## src/rtl/fpu_pkg.sv

```systemverilog
// Shared FP encodings and the pipeline stage record used by the FMA issue/writeback controller.
package fpu_pkg;

    localparam logic [2:0] RM_RNE = 3'd0;
    localparam logic [2:0] RM_RTZ = 3'd1;
    localparam logic [2:0] RM_RDN = 3'd2;
    localparam logic [2:0] RM_RUP = 3'd3;
    localparam logic [2:0] RM_RMM = 3'd4;
    localparam logic [2:0] RM_DYN = 3'd7;

    localparam int unsigned FLAG_NX = 0;
    localparam int unsigned FLAG_UF = 1;
    localparam int unsigned FLAG_OF = 2;
    localparam int unsigned FLAG_DZ = 3;
    localparam int unsigned FLAG_NV = 4;

    // Wide enough for any register file up to 256 entries; narrower specifiers are zero-extended.
    localparam int unsigned RD_W = 8;

    typedef struct packed {
        logic            vld;
        logic [RD_W-1:0] rd;
    } stage_t;

    // Returns {rp, rm, rz, rn}.
    function automatic logic [3:0] rm_onehot(input logic [2:0] mode);
        case (mode)
            RM_RTZ:  return 4'b0010;
            RM_RDN:  return 4'b0100;
            RM_RUP:  return 4'b1000;
            default: return 4'b0001;
        endcase
    endfunction

    // A dynamic mode whose CSR value is itself DYN is just as unusable as 5 or 6.
    function automatic logic rm_reserved(input logic [2:0] mode);
        return mode > RM_RMM;
    endfunction

endpackage

```

## src/rtl/fma_hazard_unit.sv

```systemverilog
// Compares the incoming source specifiers against the ops in E and W and picks
// bypass, register forwarding or a one-cycle stall.
module fma_hazard_unit
    import fpu_pkg::*;
#(
    parameter int unsigned RW = 5
) (
    input  logic          issue_valid,
    input  logic [RW-1:0] rs1,
    input  logic [RW-1:0] rs2,
    input  logic [RW-1:0] rs3,
    input  stage_t        e,
    input  stage_t        w,
    output logic [1:0]    bypsel_next,
    output logic [2:0]    fwd_sel,
    output logic          stall
);

    logic [2:0] e_hit;
    logic [2:0] w_hit;

    always_comb begin
        e_hit[0] = e.vld && (RD_W'(rs1) == e.rd);
        e_hit[1] = e.vld && (RD_W'(rs2) == e.rd);
        e_hit[2] = e.vld && (RD_W'(rs3) == e.rd);
        w_hit[0] = w.vld && (RD_W'(rs1) == w.rd);
        w_hit[1] = w.vld && (RD_W'(rs2) == w.rd);
        w_hit[2] = w.vld && (RD_W'(rs3) == w.rd);
    end

    // The youngest producer wins; Y has no bypass path so an E hit on rs2 must wait for W.
    assign bypsel_next = {e_hit[2], e_hit[0]};
    assign fwd_sel     = w_hit & ~e_hit;
    assign stall       = issue_valid && e_hit[1];

endmodule

```

## src/rtl/fma_issue_ctrl.sv

```systemverilog
// Operand issue and writeback control around the FMAC: registers operands for E,
// captures the result in W and keeps the sticky IEEE flags.
module fma_issue_ctrl
    import fpu_pkg::*;
#(
    parameter int unsigned NREGS = 32,
    parameter int unsigned XLEN  = 64,
    localparam int unsigned RW   = $clog2(NREGS)
) (
    input  logic            clk,
    input  logic            reset,
    input  logic            issue_valid,
    output logic            issue_ready,
    input  logic [RW-1:0]   rs1,
    input  logic [RW-1:0]   rs2,
    input  logic [RW-1:0]   rs3,
    input  logic [RW-1:0]   rd,
    input  logic [2:0]      frm_instr,
    input  logic [2:0]      frm_csr,
    input  logic [XLEN-1:0] xrf_rd,
    input  logic [XLEN-1:0] yrf_rd,
    input  logic [XLEN-1:0] zrf_rd,
    output logic [XLEN-1:0] xrf,
    output logic [XLEN-1:0] y,
    output logic [XLEN-1:0] zrf,
    output logic            rn,
    output logic            rz,
    output logic            rm,
    output logic            rp,
    output logic [1:0]      bypsel,
    output logic            bypplus1,
    output logic            byppostnorm,
    input  logic            rnd_inc,
    input  logic            rnd_postnorm,
    input  logic [XLEN-1:0] w,
    input  logic            invalid,
    input  logic            overflow,
    input  logic            underflow,
    input  logic            inexact,
    output logic            wb_valid,
    output logic [RW-1:0]   wb_rd,
    output logic [XLEN-1:0] wb_data,
    output logic [4:0]      fflags,
    input  logic            fflags_clr,
    output logic            illegal_rm
);

    stage_t     e_q;
    stage_t     w_q;
    logic [4:0] w_flags_q;
    logic [4:0] e_flags;
    logic [2:0] eff_rm;
    logic       bad_rm;
    logic       accept;
    logic       issue;
    logic [1:0] bypsel_next;
    logic [2:0] fwd_sel;
    logic       stall;

    fma_hazard_unit #(
        .RW(RW)
    ) u_hazard (
        .issue_valid(issue_valid),
        .rs1        (rs1),
        .rs2        (rs2),
        .rs3        (rs3),
        .e          (e_q),
        .w          (w_q),
        .bypsel_next(bypsel_next),
        .fwd_sel    (fwd_sel),
        .stall      (stall)
    );

    always_comb begin
        e_flags          = '0;
        e_flags[FLAG_NV] = invalid;
        e_flags[FLAG_OF] = overflow;
        e_flags[FLAG_UF] = underflow;
        e_flags[FLAG_NX] = inexact;
    end

    assign eff_rm      = (frm_instr == RM_DYN) ? frm_csr : frm_instr;
    assign bad_rm      = rm_reserved(eff_rm);
    assign issue_ready = !stall;
    assign accept      = issue_valid && !stall;
    // Reserved-mode ops complete the handshake but never enter E.
    assign issue       = accept && !bad_rm;
    assign wb_valid    = w_q.vld;
    assign wb_rd       = w_q.rd[RW-1:0];

    always_ff @(posedge clk) begin
        if (reset) begin
            e_q                  <= '0;
            w_q                  <= '0;
            w_flags_q            <= '0;
            xrf                  <= '0;
            y                    <= '0;
            zrf                  <= '0;
            {rp, rm, rz, rn}     <= '0;
            bypsel               <= '0;
            bypplus1             <= 1'b0;
            byppostnorm          <= 1'b0;
            wb_data              <= '0;
            fflags               <= '0;
            illegal_rm           <= 1'b0;
        end else begin
            e_q.vld <= issue;
            if (issue) begin
                e_q.rd           <= RD_W'(rd);
                xrf              <= fwd_sel[0] ? wb_data : xrf_rd;
                y                <= fwd_sel[1] ? wb_data : yrf_rd;
                zrf              <= fwd_sel[2] ? wb_data : zrf_rd;
                {rp, rm, rz, rn} <= rm_onehot(eff_rm);
            end
            bypsel      <= issue ? bypsel_next : 2'b00;
            // rnd_inc/rnd_postnorm belong to the producer now in E, which is in W next cycle.
            bypplus1    <= issue && bypsel_next[0] && rnd_inc;
            byppostnorm <= issue && bypsel_next[1] && rnd_postnorm;
            illegal_rm  <= accept && bad_rm;

            w_q <= e_q;
            if (e_q.vld) begin
                wb_data   <= w;
                w_flags_q <= e_flags;
            end
            fflags <= (fflags_clr ? 5'b0 : fflags) | (w_q.vld ? w_flags_q : 5'b0);
        end
    end

endmodule

```

## config.mk

```make
export PLATFORM = sky130hd
export DESIGN_NAME = fma_issue_ctrl
export DESIGN_NICKNAME = d
export VERILOG_FILES = /design/src/rtl/fpu_pkg.sv /design/src/rtl/fma_hazard_unit.sv /design/src/rtl/fma_issue_ctrl.sv
export SDC_FILE = /design/constraint.sdc
export NUM_CORES = 1
export LEC_CHECK = 0
export ABC_AREA = 1
export CORE_AREA = 5 5 221 223
export DETAILED_ROUTE_END_ITERATION = 7
export DIE_AREA = 0 0 226 228
export PLACE_DENSITY_LB_ADDON = 0.12
export SYNTH_ARGS = -nofsm -noshare
export SYNTH_HDL_FRONTEND = slang
export SYNTH_SLANG_ARGS = --single-unit
```

## constraint.sdc

```tcl
create_clock -name clk -period 1.52 [get_ports clk]
set_input_delay 0.304 -clock clk [delete_from_list [all_inputs] [get_ports clk]]
set_output_delay 0.304 -clock clk [all_outputs]
set_load 0.01 [all_outputs]
```

==> results of run 1 <==
worst register-to-register path, stage by stage, from the launching register on:
cell and delay, ps:
dfxtp_4 360, inv_2 40, nand2_2 50, nand2_2 60, nor2_4 120, buf_6 110
nand3_4 80, nand2_4 90, nor2_4 40, buf_12 140, buf_12 140, clkbuf_16 180
clkbuf_16 170, nand3_1 80, nand2_1 60, nor2_1 100
flip-flops by register name (all words and copies together), names as in the netlist, 4 cells and up:
register   cells
y             64
fflags         4
w_flags_q      4
wb_rd          5
wb_data       64
zrf           64
e_q            6
xrf           64
through the flow:
step / util, % / cells
after floorplan: - / 2388
after global placement: 47.66 / 3589
after detailed placement: 47.66 / 3589
after CTS: 52.33 / 3690
after global routing: 54.71 / 3727
final: 54.71 / 3728
cells in the final DEF (no fill, tap or decap), types with 4 or more instances in the layout:
| cell type | n |
|---|---|
| nand2_1 | 633 |
| clkdlybuf4s50_1 | 497 |
| nor2_1 | 349 |
| nand3_1 | 347 |
| inv_1 | 324 |
| dfxtp_1 | 255 |
| buf_4 | 124 |
| inv_2 | 91 |
| o21ai_0 | 70 |
| buf_12 | 60 |
| clkbuf_16 | 57 |
| nand2_2 | 41 |
| clkdlybuf4s15_2 | 37 |
| nand3_2 | 35 |
| dfxtp_2 | 26 |
| clkdlybuf4s15_1 | 23 |
| buf_16 | 18 |
| nor2_2 | 17 |
| buf_6 | 13 |
| clkbuf_1 | 12 |
| nor2_4 | 10 |
| clkbuf_8 | 10 |
| diode_2 | 8 |
| buf_8 | 7 |
| nand3_4 | 6 |
| a21oi_1 | 6 |
| nand2_4 | 6 |
| buf_2 | 6 |
| clkinv_2 | 5 |
| dfxtp_4 | 4 |
area by class of cell:
class	instances	area [µm²]	area share, %
diodes	8	20.02	0.07893
well taps	607	759.5	2.994
clock buffers	59	1109	4.371
repair buffers	810	9146	36.06
inverters	418	1585	6.250
flip-flops and latches	285	5753	22.68
clock inverters	5	50.05	0.1973
multi-input cells	1536	6940	27.36
logic make-up (layout without fill, tap and decap cells):
logic type / after synthesis / after routing
AO/OA/AOI/OAI: 83 / 83
buffers and inverters: 567 / 1292
flip-flops: 285 / 285
other: 1 / 9
AND/OR/NAND/NOR: 1452 / 1452
routing by layer:
metal  track usage (%)  vias to the layer above
met5                 0                        -
met4             8.701                        4
met3             7.051                      125
met2             45.34                      751
met1             31.22                     8308
li1                  -                     8573
path summary, 6_finish.rpt:
path                                    from           to  slack [ps]
worst max-delay path                  e_q[1]      zrf[34]        -360
worst min-delay path                   w[14]  wb_data[14]         350
worst max register to register        e_q[1]      zrf[34]        -360
worst min register to register  w_flags_q[2]    fflags[2]         460
cells in the mapped netlist:
cell,n
nand4_1,2
nor3b_1,2
nand3_2,1
buf_1,6
buf_4,19
nor3_1,2
o21ai_0,71
clkinv_1,2
buf_2,51
nand2_1,681
nor2_1,375
nand2_2,1
o211ai_1,3
inv_1,327
nor2_4,1
buf_6,21
conb_1,1
inv_2,89
clkbuf_1,52
nand3_1,387
dfxtp_1,285
a21oi_1,9
power by group:
group,switching [mW],internal (mW)
clock network,3.38,5.13
registers,0.376,8.07
logic,2.80,3.09
total,6.55,16.3
what timing repair did:
item,4_1_cts,5_1_grt
pin swaps,26,50
endpoints found under the setup margin,482,429
buffers inserted,22,13
hold buffers,0,0
resized for setup,304,119
cloned,15,20
==> run_results.csv, run 1 <==
group,metric,value,unit
run_status,status,"finished with violations",
run_status,violations,"setup timing",
setup_path,start_kind,"register",
logic_synthesis,synth_top_area_share,39.30,%
logic_synthesis,ys.warnings.count,0,
sta,fmax,530.7,MHz
sta,hold_viol_final,0,
setup_path,path_buf_inv,6,
logic_synthesis,synth_area_leaders,"dfxtp_1 (39%), nand2_1 (18%), nand3_1 (13%)",
grt,track_usage,26.14,%
logic_synthesis,avgSynthCellArea,6.080,µm²
placed_design,place_ws,-770.2,ps
setup_path,worst_ep_arrival_time,2350,ps
floorplanning,core-area,46360,µm²
logic_synthesis,syn_nets,2680,
floorplanning,rows,79,
sta,hold_ws,348.4,ps
route,wl_met3,6.490,mm
min_path,hold_depth,3,
finish,drive_gt1_share,18.79,%
floorplanning,fp.dieH,228,µm
setup_path,path_delay_family,"buffers and inverters",
grt,grt_pass1_wl,105.0,mm
sta,rsz0062_at_grt,"yes",
logic_synthesis,synth_cell_types,22,
logic_synthesis,netlist_area,14520,µm²
clocking,clock_sinks,285,
setup_path,path_class,"reg -> reg",
sta,clock_skew,15.67,ps
clocking,cts_buffers,36,
floorplanning,floorplan.initialDensity,31.32,%
route,routed.top_layer,"met5",
logic_synthesis,synth_seq_area_share,39.30,%
floorplanning,io_pins,569,
run,drv_cap,0,
placed_design,port_buffers,567,
setup_path,cpPeakStageDelay,360,ps
logic_synthesis,syn-instance-count,2388,
placed_design,place_congestion,0.8810,
sta,fin_setup_tns,-106760,ps
finish,fin_area,25360,µm²
sta,fin_crit,1884,ps
logic_synthesis,synth-simple-area-share,41.09,%
clocking,ctsRootBufferMaster,"clkbuf_16",
route,drtIter0Drc,1516,
route,firstDrtPassIters,6,
logic_synthesis,synth-adder-area-share,0,%
sta,setup_viol,412,
power,power,22.84,mW
sta,slew_viol_final,0,
grt,grt_max_degree,43,
route,route.met2.wl,35.57,mm
clocking,tritoncts,"done",
route,wl,73.22,mm
logic_synthesis,yosys.area.top_type,"dfxtp_1",
min_path,hold_path.class,"in -> reg",
setup_path,crit_path_end_kind,"register",
logic_synthesis,synth_xor_area_share,0,%
grt,grt_pass1_vias,17350,
setup_path,cp_max_fo,7,
clocking,cts_buffer_depth,3,
sta,fin_ws,-364.3,ps
placed_design,place_hpwl,50.18,mm
setup_path,cp_slowest_cell,"dfxtp_4",
logic_synthesis,synth-compound-area-share,2.913,%
logic_synthesis,muxShareOfSynthArea,0,%
power,peakVddDrop,0.0007228,V
logic_synthesis,synth_seq_cells,285,
route,avgRoutedWirePerCell,19.64,µm
clocking,clkTransAtPathRegs,60,ps
route,vias_per_cell,4.764,
finish,fin_nets,3379,
clocking,clock_latency,540,ps
route,drc_errors,0,
setup_path,crit_path_cell_trace,"inv_2 > nand2_2 > nand2_2 > nor2_4 > buf_6 > nand3_4 > nand2_4 > nor2_4 > buf_12 > buf_12 > clkbuf_16 > clkbuf_16 > nand3_1 > nand2_1 > nor2_1",
grt,antenna_found_initial,10,
route,ant_nets,0,
setup_path,reg2reg_depth,15,
route,vias,17760,
finish,area_growth,74.69,%
finish,num-fill-cells,4518,
clocking,htreeDepth,2,
logic_synthesis,synth_top_family_by_area,"simple AND/OR/NAND/NOR gates",
setup_path,cp.required,1980,ps
floorplanning,fp.dieW,226,µm
power,p_leak,12.21,nW
route,met1_length,28.91,mm
grt,gr-total-overflow,0,
placed_design,dpl-instance-area,22090,µm²
setup_path,cp.depth,15,
power,power_density,900.7,nW/µm²
floorplanning,die_area,51530,µm²
sta,period_share,124.0,%
(Power assumes the default switching activity.)
==> inputs of run 2 (changes only) <==
Settings changed: SLEW_MARGIN set to 20.
==> results of run 2 <==
Same layout as run 1: the final DEF is identical, and so are final timing and power.
